[src/rtl/tick_scheduler.sv]
// Multi-channel periodic tick generator. A one-deep config port (IDLE/APPLY)
// loads each channel's period/enable; a global sync strobe realigns all phases.
module tick_scheduler #(
  parameter int NCH   = 4,
  parameter int CNT_W = 32
) (
  input  logic                    clk,
  input  logic                    rst_n,
  input  logic                    cfg_valid,
  output logic                    cfg_ready,
  input  logic [$clog2(NCH)-1:0]  cfg_ch,
  input  logic [CNT_W-1:0]        cfg_period,
  input  logic                    cfg_en,
  input  logic                    sync,
  output logic [NCH-1:0]          tick,
  output logic [NCH-1:0]          active,
  output logic                    cfg_err
);

  localparam int CH_W = $clog2(NCH);

  localparam logic [0:0] S_IDLE  = 1'b0;
  localparam logic [0:0] S_APPLY = 1'b1;

  logic [0:0]       r_state;
  logic [CH_W-1:0]  r_cfg_ch;
  logic [CNT_W-1:0] r_cfg_period;
  logic             r_cfg_en;
  logic             r_err;

  logic w_xfer;
  logic w_apply;
  logic w_reject;

  assign cfg_ready = (r_state == S_IDLE);
  assign w_xfer    = cfg_valid && cfg_ready;
  assign w_apply   = (r_state == S_APPLY);
  // Enabling a channel with a zero period would never tick; refuse it.
  assign w_reject  = r_cfg_en && (r_cfg_period == '0);
  assign cfg_err   = r_err;

  // NOTE: state is updated with non-blocking assignments so every register
  // samples the pre-edge values of its neighbours, independent of block order.
  always_ff @(posedge clk or negedge rst_n) begin
    if (!rst_n) begin
      r_state      <= S_IDLE;
      r_cfg_ch     <= '0;
      r_cfg_period <= '0;
      r_cfg_en     <= 1'b0;
      r_err        <= 1'b0;
    end else begin
      r_err <= w_apply && w_reject;
      case (r_state)
        S_IDLE: begin
          if (w_xfer) begin
            r_cfg_ch     <= cfg_ch;
            r_cfg_period <= cfg_period;
            r_cfg_en     <= cfg_en;
            r_state      <= S_APPLY;
          end
        end
        S_APPLY: r_state <= S_IDLE;
        default: r_state <= S_IDLE;
      endcase
    end
  end

  for (genvar g = 0; g < NCH; g++) begin : g_ch
    logic [CNT_W-1:0] r_per;
    logic [CNT_W-1:0] r_cnt;
    logic             r_en;
    logic             r_tick;
    logic             w_tgt;

    assign w_tgt     = w_apply && (r_cfg_ch == CH_W'(g));
    assign tick[g]   = r_tick;
    assign active[g] = r_en;

    // NOTE: the period registers are reset too, because a freshly reset
    // channel must read back P = 0 rather than whatever powered up.
    always_ff @(posedge clk or negedge rst_n) begin
      if (!rst_n) begin
        r_per  <= '0;
        r_cnt  <= '0;
        r_en   <= 1'b0;
        r_tick <= 1'b0;
      end else if (w_tgt) begin
        // Restart from phase zero; the old period must not leak a tick.
        r_cnt  <= '0;
        r_tick <= 1'b0;
        r_en   <= r_cfg_en && !w_reject;
        if (!w_reject) r_per <= r_cfg_period;
      end else if (sync || !r_en) begin
        r_cnt  <= '0;
        r_tick <= 1'b0;
      end else if (r_cnt == r_per - CNT_W'(1)) begin
        r_cnt  <= '0;
        r_tick <= 1'b1;
      end else begin
        r_cnt  <= r_cnt + CNT_W'(1);
        r_tick <= 1'b0;
      end
    end
  end

endmodule
[config.mk]
export PLATFORM = sky130hd
export DESIGN_NAME = tick_scheduler
export DESIGN_NICKNAME = d
export VERILOG_FILES = /design/src/rtl/tick_scheduler.sv
export SDC_FILE = /design/constraint.sdc
export NUM_CORES = 1
export LEC_CHECK = 0
export BUFFER_PORTS_ARGS = -buffer_cell sky130_fd_sc_hd__buf_2
export CAP_MARGIN = 20
export CELL_PAD_IN_SITES_DETAIL_PLACEMENT = 0
export CELL_PAD_IN_SITES_GLOBAL_PLACEMENT = 1
export CORE_ASPECT_RATIO = 0.8
export CORE_MARGIN = 2
export CORE_UTILIZATION = 50
export DETAILED_ROUTE_END_ITERATION = 8
export GPL_ROUTABILITY_DRIVEN = 1
export GPL_TIMING_DRIVEN = 1
export MAX_ROUTING_LAYER = met4
export PLACE_DENSITY = 0.84
export SLEW_MARGIN = 10
export SYNTH_ARGS = -nofsm -noshare
export SYNTH_HDL_FRONTEND = slang
export SYNTH_SLANG_ARGS = --single-unit
export TNS_END_PERCENT = 50
[constraint.sdc]
create_clock -name clk -period 3.98 [get_ports clk]
set_clock_uncertainty 0.15 [all_clocks]
set_input_delay 0.199 -clock clk [delete_from_list [all_inputs] [get_ports clk]]
set_output_delay 0.199 -clock clk [all_outputs]
set_load 0.005 [all_outputs]
### Yosys cells after proc, flatten, opt, wreduce, memory -nomap -nowiden

Cells that the tools add are included.

| word-level totals | value |
|---|---|
| register bits after elaboration | 301 |
| bits of input ports | 39 |
| output and inout bits | 10 |
| word-level logic and storage cells | 88 |

| operators by class | value |
|---|---|
| $add $sub $neg | 8 |
| eq/ne operators | 7 |
| multiplexer cells | 26 |
| bitwise logic cells | 2 |
| reduce and logical (&&, ||, !) cells | 24 |

Operator list:

| cell | count |
|---|---|
| 2-to-1 mux 32 bit | 12 |
| adder 32 x 1 -> 32 bit (second input constant) | 4 |
| equality test 32 bit | 4 |
| subtractor 32 x 1 -> 32 bit (second input constant) | 4 |
| logical NOT 32 bit | 1 |
| 2-to-1 mux 1 bit | 13 |
| AND reduction 2 bit | 5 |
| logical AND 1 bit | 8 |
| logical NOT 1 bit | 5 |
| equality test 2 bit (second input constant) | 2 |
| logical OR 1 bit | 4 |
| equality test 2 x 1 -> 1 bit (second input constant) | 1 |
| logical NOT 2 bit | 1 |
| NOT 1 bit | 2 |
| one-hot mux 1 bit (2 select lines) | 1 |

### Logic depth before layout (Yosys ltp)

Gate-level depths: netlist of the first run.

| logic depth | value |
|---|---|
| depth after elaboration | 5 |
| gate-level depth with buffers | 12 |
| mapped depth without buffers | 10 |

### Least setup slack after synthesis of the first run

OpenSTA, ideal clock, no wires.

| timing path | value |
|---|---|
| kind | reg-to-reg |
| start point | reg g_ch[3].r_per[4] |
| end point | reg g_ch[3].r_cnt[26] |
| library setup time | 0.119 ns |
| data arrival time | 2.961 ns |
| path slack | 0.749 ns |
| cell stages (with the launch flop) | 12 |
| period minus slack after synthesis | 3.231 ns |
| path through | dfrtp_1 > buf_6 > or4_4 > buf_6 > or4_4 > nor3_2 > xnor2_1 > nor4b_4 > nand4_2 > o31ai_4 > buf_6 > nor2_2 |

| between the ends | value |
|---|---|
| word-level cells in the longest chain between the ends | 5 |

Ends and longest elaborated chain:

| item | line | RTL |
|---|---|---|
| start, declared | 69 | `logic [CNT_W-1:0] r_per;` |
| start signal, assigned | 92 | `if (!w_reject) r_per <= r_cfg_period;` |
| subtractor 32 x 1 -> 32 bit | 96 | `end else if (r_cnt == r_per - CNT_W'(1)) begin` |
| equality test 32 bit | 96 |  |
| 2-to-1 mux 32 bit | 96 |  |
| 2-to-1 mux 32 bit | 93 | `end else if (sync \|\| !r_en) begin` |
| 2-to-1 mux 32 bit | 87 | `end else if (w_tgt) begin` |
| end signal, assigned | 100 | `r_cnt <= r_cnt + CNT_W'(1);` |
| end, declared | 70 | `logic [CNT_W-1:0] r_cnt;` |

No other way between the ends.
A chain may end at the register's enable or synchronous reset.

### Worst setup path in the final report of the first run

| timing path | value |
|---|---|
| start point | reg g_ch[2].r_per[6] |
| end point | reg g_ch[2].r_tick |

| between the ends | value |
|---|---|
| word-level cells in the longest chain between the ends | 5 |

Ends and longest elaborated chain:

| item | line | RTL |
|---|---|---|
| start, declared | 69 |  |
| start signal, assigned | 92 |  |
| subtractor 32 x 1 -> 32 bit | 96 |  |
| equality test 32 bit | 96 |  |
| 2-to-1 mux 1 bit | 96 |  |
| 2-to-1 mux 1 bit | 93 |  |
| 2-to-1 mux 1 bit | 87 |  |
| end signal, assigned | 86 | `r_tick <= 1'b0;` |
| end signal, assigned | 95 | `r_tick <= 1'b0;` |
| end signal, assigned | 98 | `r_tick <= 1'b1;` |
| end, declared | 72 | `logic r_tick;` |

No other way between the ends.

==> run metrics, run 1 <==
count leader, synth dfrtp_1; P_sw 4.210 mW; GR Overflow Total 0; Post-CTS Hold Buffers 38; Max H-tree Level 1; clock latency on the worst-skew pair 0.60 ns; crit path cell chain nor4_1, nand4_1, or4_1, xnor2_1, a311oi_1, nand4_1, nor4_4, buf_4, and2_1; Slew @ Worst Pin 1.139 ns; Die Y 171.7 um; CP Max Fanout 33; Post-CTS Resized 0; Yosys Warn Count 0; asr flop ratio synth 100.0%; ratio of cells with drive above 1 in the final layout 18.87%; Boundary Pins 49; area growth from synthesis to layout 12.50%; CP most frequent cell nand4_1; total power draw 11.54 mW; met2 Use GR 39.79%; TritonCTS clock tree done; final max-slew violation count 0; vias in the first global route 13270; footprint of the multi-input gates 0.009543 sq mm; CP Class flop to flop; slowest CP cell or4_1; hold crit path type input pin to asynchronous set/reset pin; Synth area leader dfrtp_1; slowest stage delay, CP 0.56 ns; Yosys cell types 75; total wire length 43.39 mm; Max VDD drop 522.5 uV; row cnt 61; antenna cells 0; type of origin of the critical path flop; crit end category flop; Leak 8.073 nW; Buffers on Ports 48; initial antenna violation count 4; Cell Pwr Density 583.6 mW/mm^2; filler instances 3032; critical path required time 4.36 ns; clock share of power 26.3%; post-synthesis cell area 0.01757 sq mm; RSZ-0062 raised after global routing false; Final setup viols 0; Die X 213.6 um; Switching Share 36.50%; worst-case clock buffer depth 3; min cycle time layout 3.601 ns; DR DRC count 0; GR Util All Layers 25.18%; Final Hold Violating Endpoints 0; post-CTS setup buffer count 0; Initial Utilization 50.71%; M3 GR Usage 4.437%; Yosys reg bits 301; outcome completed; vias per std cell 5.716; NumNets Final 1894; hpwl dp 30.47 mm; CTS Sinks 301; Main synth FF type dfrtp_1; Post-synth EDFFs 0; sequential share of power 43.8%; Pre-antenna DRT Iters 6; pin count of the biggest net entering global routing 110; Post-Syn Nets 1830; TritonCTS Buffers 31; met1 global-route usage 34.15%; Routed wire per std cell 18.52 um; root cell of the clock tree clkbuf_16; top cells by area, synth dfrtp_1 (43%), mux2_2 (11%), xnor2_1 (8.6%); Reg clk slew, reported paths 0.07 ns; Pint 7.325 mW; final setup TNS 0 ns; Tcrit/Tclk final 90.47%; Max Cap Viol 0; first-pass GRT wire length 71.19 mm; Slew headroom 23.93%; sequential-to-total area share from yosys stat 42.87%; synthesized area per cell 9.855 sq um; Mapped Cells 1783; RD Place Congestion 0.8793; core area 0.03465 sq mm; f_max 0.2777 GHz; top cells by count, synth dfrtp_1 (301), xnor2_1 (173), mux2_2 (166); DRT antenna net count 0; vias 13390; Worst EP arrival 3.98 ns; Die Area 0.03667 sq mm; DR iter-0 viols 1165; Comb power frac 29.9%; Yosys top cell area share 42.87%; FF/Latch Area 0.007532 sq mm; Top Usage Layer GRT met2
## cell families after synthesis
kind of cell / count (synthesis) / synth area share (%)
AOI/OAI and AO/OA: 123 / 4.942
DFF: 301 / 42.87
xor gates and xnor gates: 277 / 13.89
buffers and inverters: 115 / 2.969
and+or+nand+nor: 774 / 23.04
muxes: 185 / 11.73
adders and majority gates: 8 / 0.5697
## placed cells by master (no fill, tap or decap), types with 48 or more instances in the layout
cell and n:
nor3_1 81, xor2_1 103, dfrtp_1 301, nand2_1 158, nand3_1 81, mux2_2 166
nor4_1 48, nand4_1 49, xnor2_1 173, nor2_1 161
## layout make-up
type,count,share of cell area (%)
Clock buffer,41,4.520
Sequential cell,301,38.11
Inverter,27,0.5127
Clock inverter,16,0.8609
Tap cell,472,2.988
Timing Repair Buffer,119,4.735
Multi-Input combinational cell,1367,48.28
## final timing paths
path	start	endpoint	slack, ns	depth (start not counted)
setup / recovery	g_ch[2].r_per[6]	g_ch[2].r_tick	0.38	9
min in group clk	cfg_period[29]	r_cfg_period[29]	0.23	3
hold / removal	rst_n	g_ch[1].r_cnt[0]	0.06	2
setup reg to reg	g_ch[2].r_per[6]	g_ch[2].r_tick	0.38	9
max in group asynchronous	rst_n	g_ch[3].r_cnt[12]	2.59	3
hold reg to reg	g_ch[3].r_per[31]	g_ch[3].r_per[31]	0.38	1
## routing by layer
layer | vias to the layer above | share of wire (%)
li1 | 6430 | -
met5 | - | 0
met2 | 341 | 46
met4 | 0 | 2.0
met1 | 6560 | 46
met3 | 62 | 5.9
## through the flow
stage / setup slack (ns) / std cells / instance area [sq um] / utilization, % / hold slack (ns)
after global routing: 0.1798 / 2343 / 19770 / 57.04 / 0.1722
after floorplan: 0.7495 / 1783 / 17570 / - / -0.2466
final: 0.3791 / 2343 / 19770 / 57.04 / 0.06114
after global placement: 0.4951 / 2246 / 18290 / 52.78 / 0.1634
after CTS: 0.4456 / 2341 / 19730 / 56.94 / 0.1430
after detailed placement: 0.4784 / 2246 / 18290 / 52.78 / 0.1784
## registers in the layout (all words and copies together), names as in the netlist
signal        cells
r_cfg_period     32
g_ch.r_tick       4
r_cfg_ch          2
g_ch.r_cnt      128
g_ch.r_en         4
cfg_err           1
r_state           1
r_cfg_en          1
g_ch.r_per      128
## critical path: cells and delay by family (launching register included)
kind	cells	cell delay (ns)
AO/OA/AOI/OAI	1	0.41
XOR/XNOR	1	0.20
buffers and inverters	1	0.37
flip-flops	1	0.43
AND/OR/NAND/NOR	6	1.96
## power groups by stage
stage | logic [mW] | registers [mW] | clock network (mW)
2_1_floorplan | 2.92 | 4.49 | 0
4_1_cts | 3.43 | 5.02 | 3.10
3_3_place_gp | 3.27 | 5.04 | 0
5_1_grt | 3.83 | 5.17 | 3.24
6_report | 3.45 | 5.05 | 3.04
3_5_place_dp | 3.37 | 5.08 | 0
Power figures use the tool's default switching activity.
==> inputs of run 2 (changes only) <==
==> constraint.sdc (replaced) <==
create_clock -name clk -period 3.98 [get_ports clk]
set_clock_uncertainty 0.15 [all_clocks]
set_input_delay 0.398 -clock clk [delete_from_list [all_inputs] [get_ports clk]]
set_output_delay 0.398 -clock clk [all_outputs]
set_load 0.005 [all_outputs]
==> run metrics, run 2 (same netlist as run 1, synthesis figures left out) <==
outcome completed; most frequent cells in the layout dfrtp_1 (301), xnor2_1 (173), mux2_2 (166); Die Area 0.03667 sq mm; Leak 8.022 nW; crit path cell chain nor4_1, nand4_1, or4_1, xnor2_1, a311oi_1, nand4_1, nor4_4, buf_4, nor2_1; Die Y 171.7 um; Boundary Pins 49; filler instances 3045; Die X 213.6 um; root cell of the clock tree clkbuf_16; ratio of cells with drive above 1 in the final layout 18.40%; DRT antenna net count 0; initial antenna violation count 1; antenna cells 0; Slew headroom 22.75%; slowest stage delay, CP 0.54 ns; RD Place Congestion 0.8984; Pint 7.221 mW; Slew @ Worst Pin 1.156 ns; post-CTS setup buffer count 0; Tcrit/Tclk final 90.55%; final max-slew violation count 0; crit end category flop; worst setup margin 0.3760 ns; reg2reg start g_ch[2].r_per[8]; slowest CP cell or4_1; commonest non-fill, non-tap cell in the layout dfrtp_1; critical path required time 4.28 ns; CP Class flop to flop; vias per std cell 5.757; P_sw 4.149 mW; RSZ-0062 raised after global routing false; worst-case clock buffer depth 3; final setup TNS 0 ns; CP most frequent cell nand4_1; R2R cell count 9; Min-Delay Path Depth 4; Comb power frac 30.4%; clock share of power 25.2%; Switching Share 36.49%; DR iter-0 viols 1106; footprint of the multi-input gates 0.009543 sq mm; NumNets Final 1893; area growth from synthesis to layout 11.96%; GR Util All Layers 24.99%; first-pass GRT wire length 70.79 mm; Cell Pwr Density 578.0 mW/mm^2; Routed wire per std cell 18.60 um; row cnt 61; FF/Latch Area 0.007532 sq mm; Post-CTS Resized 0; Reg clk slew, reported paths 0.06 ns; Worst EP arrival 3.90 ns; Max VDD drop 418.0 uV; Max Cap Viol 0; total wire length 43.45 mm; Final setup viols 0; type of origin of the critical path flop; vias 13450; TritonCTS Buffers 30; vias in the first global route 13370; CTS Sinks 301; sequential share of power 44.4%; Setup WS pre-CTS 0.4397 ns; TritonCTS clock tree done; GR Overflow Total 0; hold crit path type input pin to flop; clock latency on the worst-skew pair 0.59 ns; Max H-tree Level 1; core area 0.03465 sq mm; pin count of the biggest net entering global routing 122; Initial Utilization 50.71%; hpwl dp 30.74 mm; DR DRC count 0; HP Start sync; Buffers on Ports 48; min cycle time layout 3.604 ns; Final Hold Violating Endpoints 0; f_max 0.2775 GHz; Pre-antenna DRT Iters 6; Top Registers g_ch.r_cnt x128, g_ch.r_per x128, r_cfg_period x32; CP Max Fanout 33; crit path from g_ch[2].r_per[8]
==> run 2: metrics by stage <==
stage	utilization (%)	total power, mW	hold WS [ns]	area, sq um	cells
6_report	56.77	11.37	0.1336	19670	2336
5_1_grt	56.77	12.08	0.1318	19670	2336
4_1_cts	56.73	11.40	0.09623	19660	2335
3_5_place_dp	52.88	8.453	0.3645	18320	2249
3_3_place_gp	52.88	8.325	0.3459	18320	2249
2_1_floorplan	-	7.413	-0.04759	17570	1783
==> run 2: cell type report <==
cell class / instances / share of cell area [%]
Clock buffer: 39 / 4.090
Clock inverter: 11 / 0.8587
Inverter: 27 / 0.5152
Multi-Input combinational cell: 1367 / 48.51
Sequential cell: 301 / 38.29
Tap cell: 472 / 3.002
Timing Repair Buffer: 119 / 4.732
==> run 2: routing by layer <==
layer / vias up / wire length (um) / track usage [%]
met5: - / 0 / -
met4: 0 / 960 / 5.707
met3: 71 / 3041 / 5.751
met2: 349 / 19800 / 39.27
met1: 6617 / 19660 / 32.99
li1: 6411 / - / -
==> run 2: repair_timing <==
action,CTS,global route
hold buffers,36,0
endpoints found under the hold margin,149,0
endpoints found under the setup margin,0,0
==> run 2: path summary, 6_finish.rpt <==
| check | endpoint | slack, ns |
|---|---|---|
| worst max-delay path | g_ch[2].r_cnt[2] | 0.38 |
| worst min-delay path | g_ch[0].r_cnt[4] | 0.13 |
| worst max register to register | g_ch[2].r_cnt[2] | 0.38 |
| worst min register to register | g_ch[3].r_per[31] | 0.38 |
| max in group asynchronous | g_ch[0].r_cnt[24] | 2.42 |
| min in group asynchronous | g_ch[1].r_cnt[3] | 0.32 |
==> run 2: power groups by stage <==
stage	registers, mW	logic [mW]	clock network [mW]
3_3_place_gp	5.04	3.28	0
2_1_floorplan	4.49	2.92	0
3_5_place_dp	5.08	3.37	0
4_1_cts	5.03	3.43	2.94
6_report	5.05	3.45	2.87
5_1_grt	5.19	3.83	3.07
==> run 2: critical path, delay by kind of cell (launching register included) <==
family,cells,cell delay (ns)
and+or+nand+nor,6,1.85
buffers and inverters,1,0.37
xor gates and xnor gates,1,0.21
DFF,1,0.47
AOI/OAI and AO/OA,1,0.42
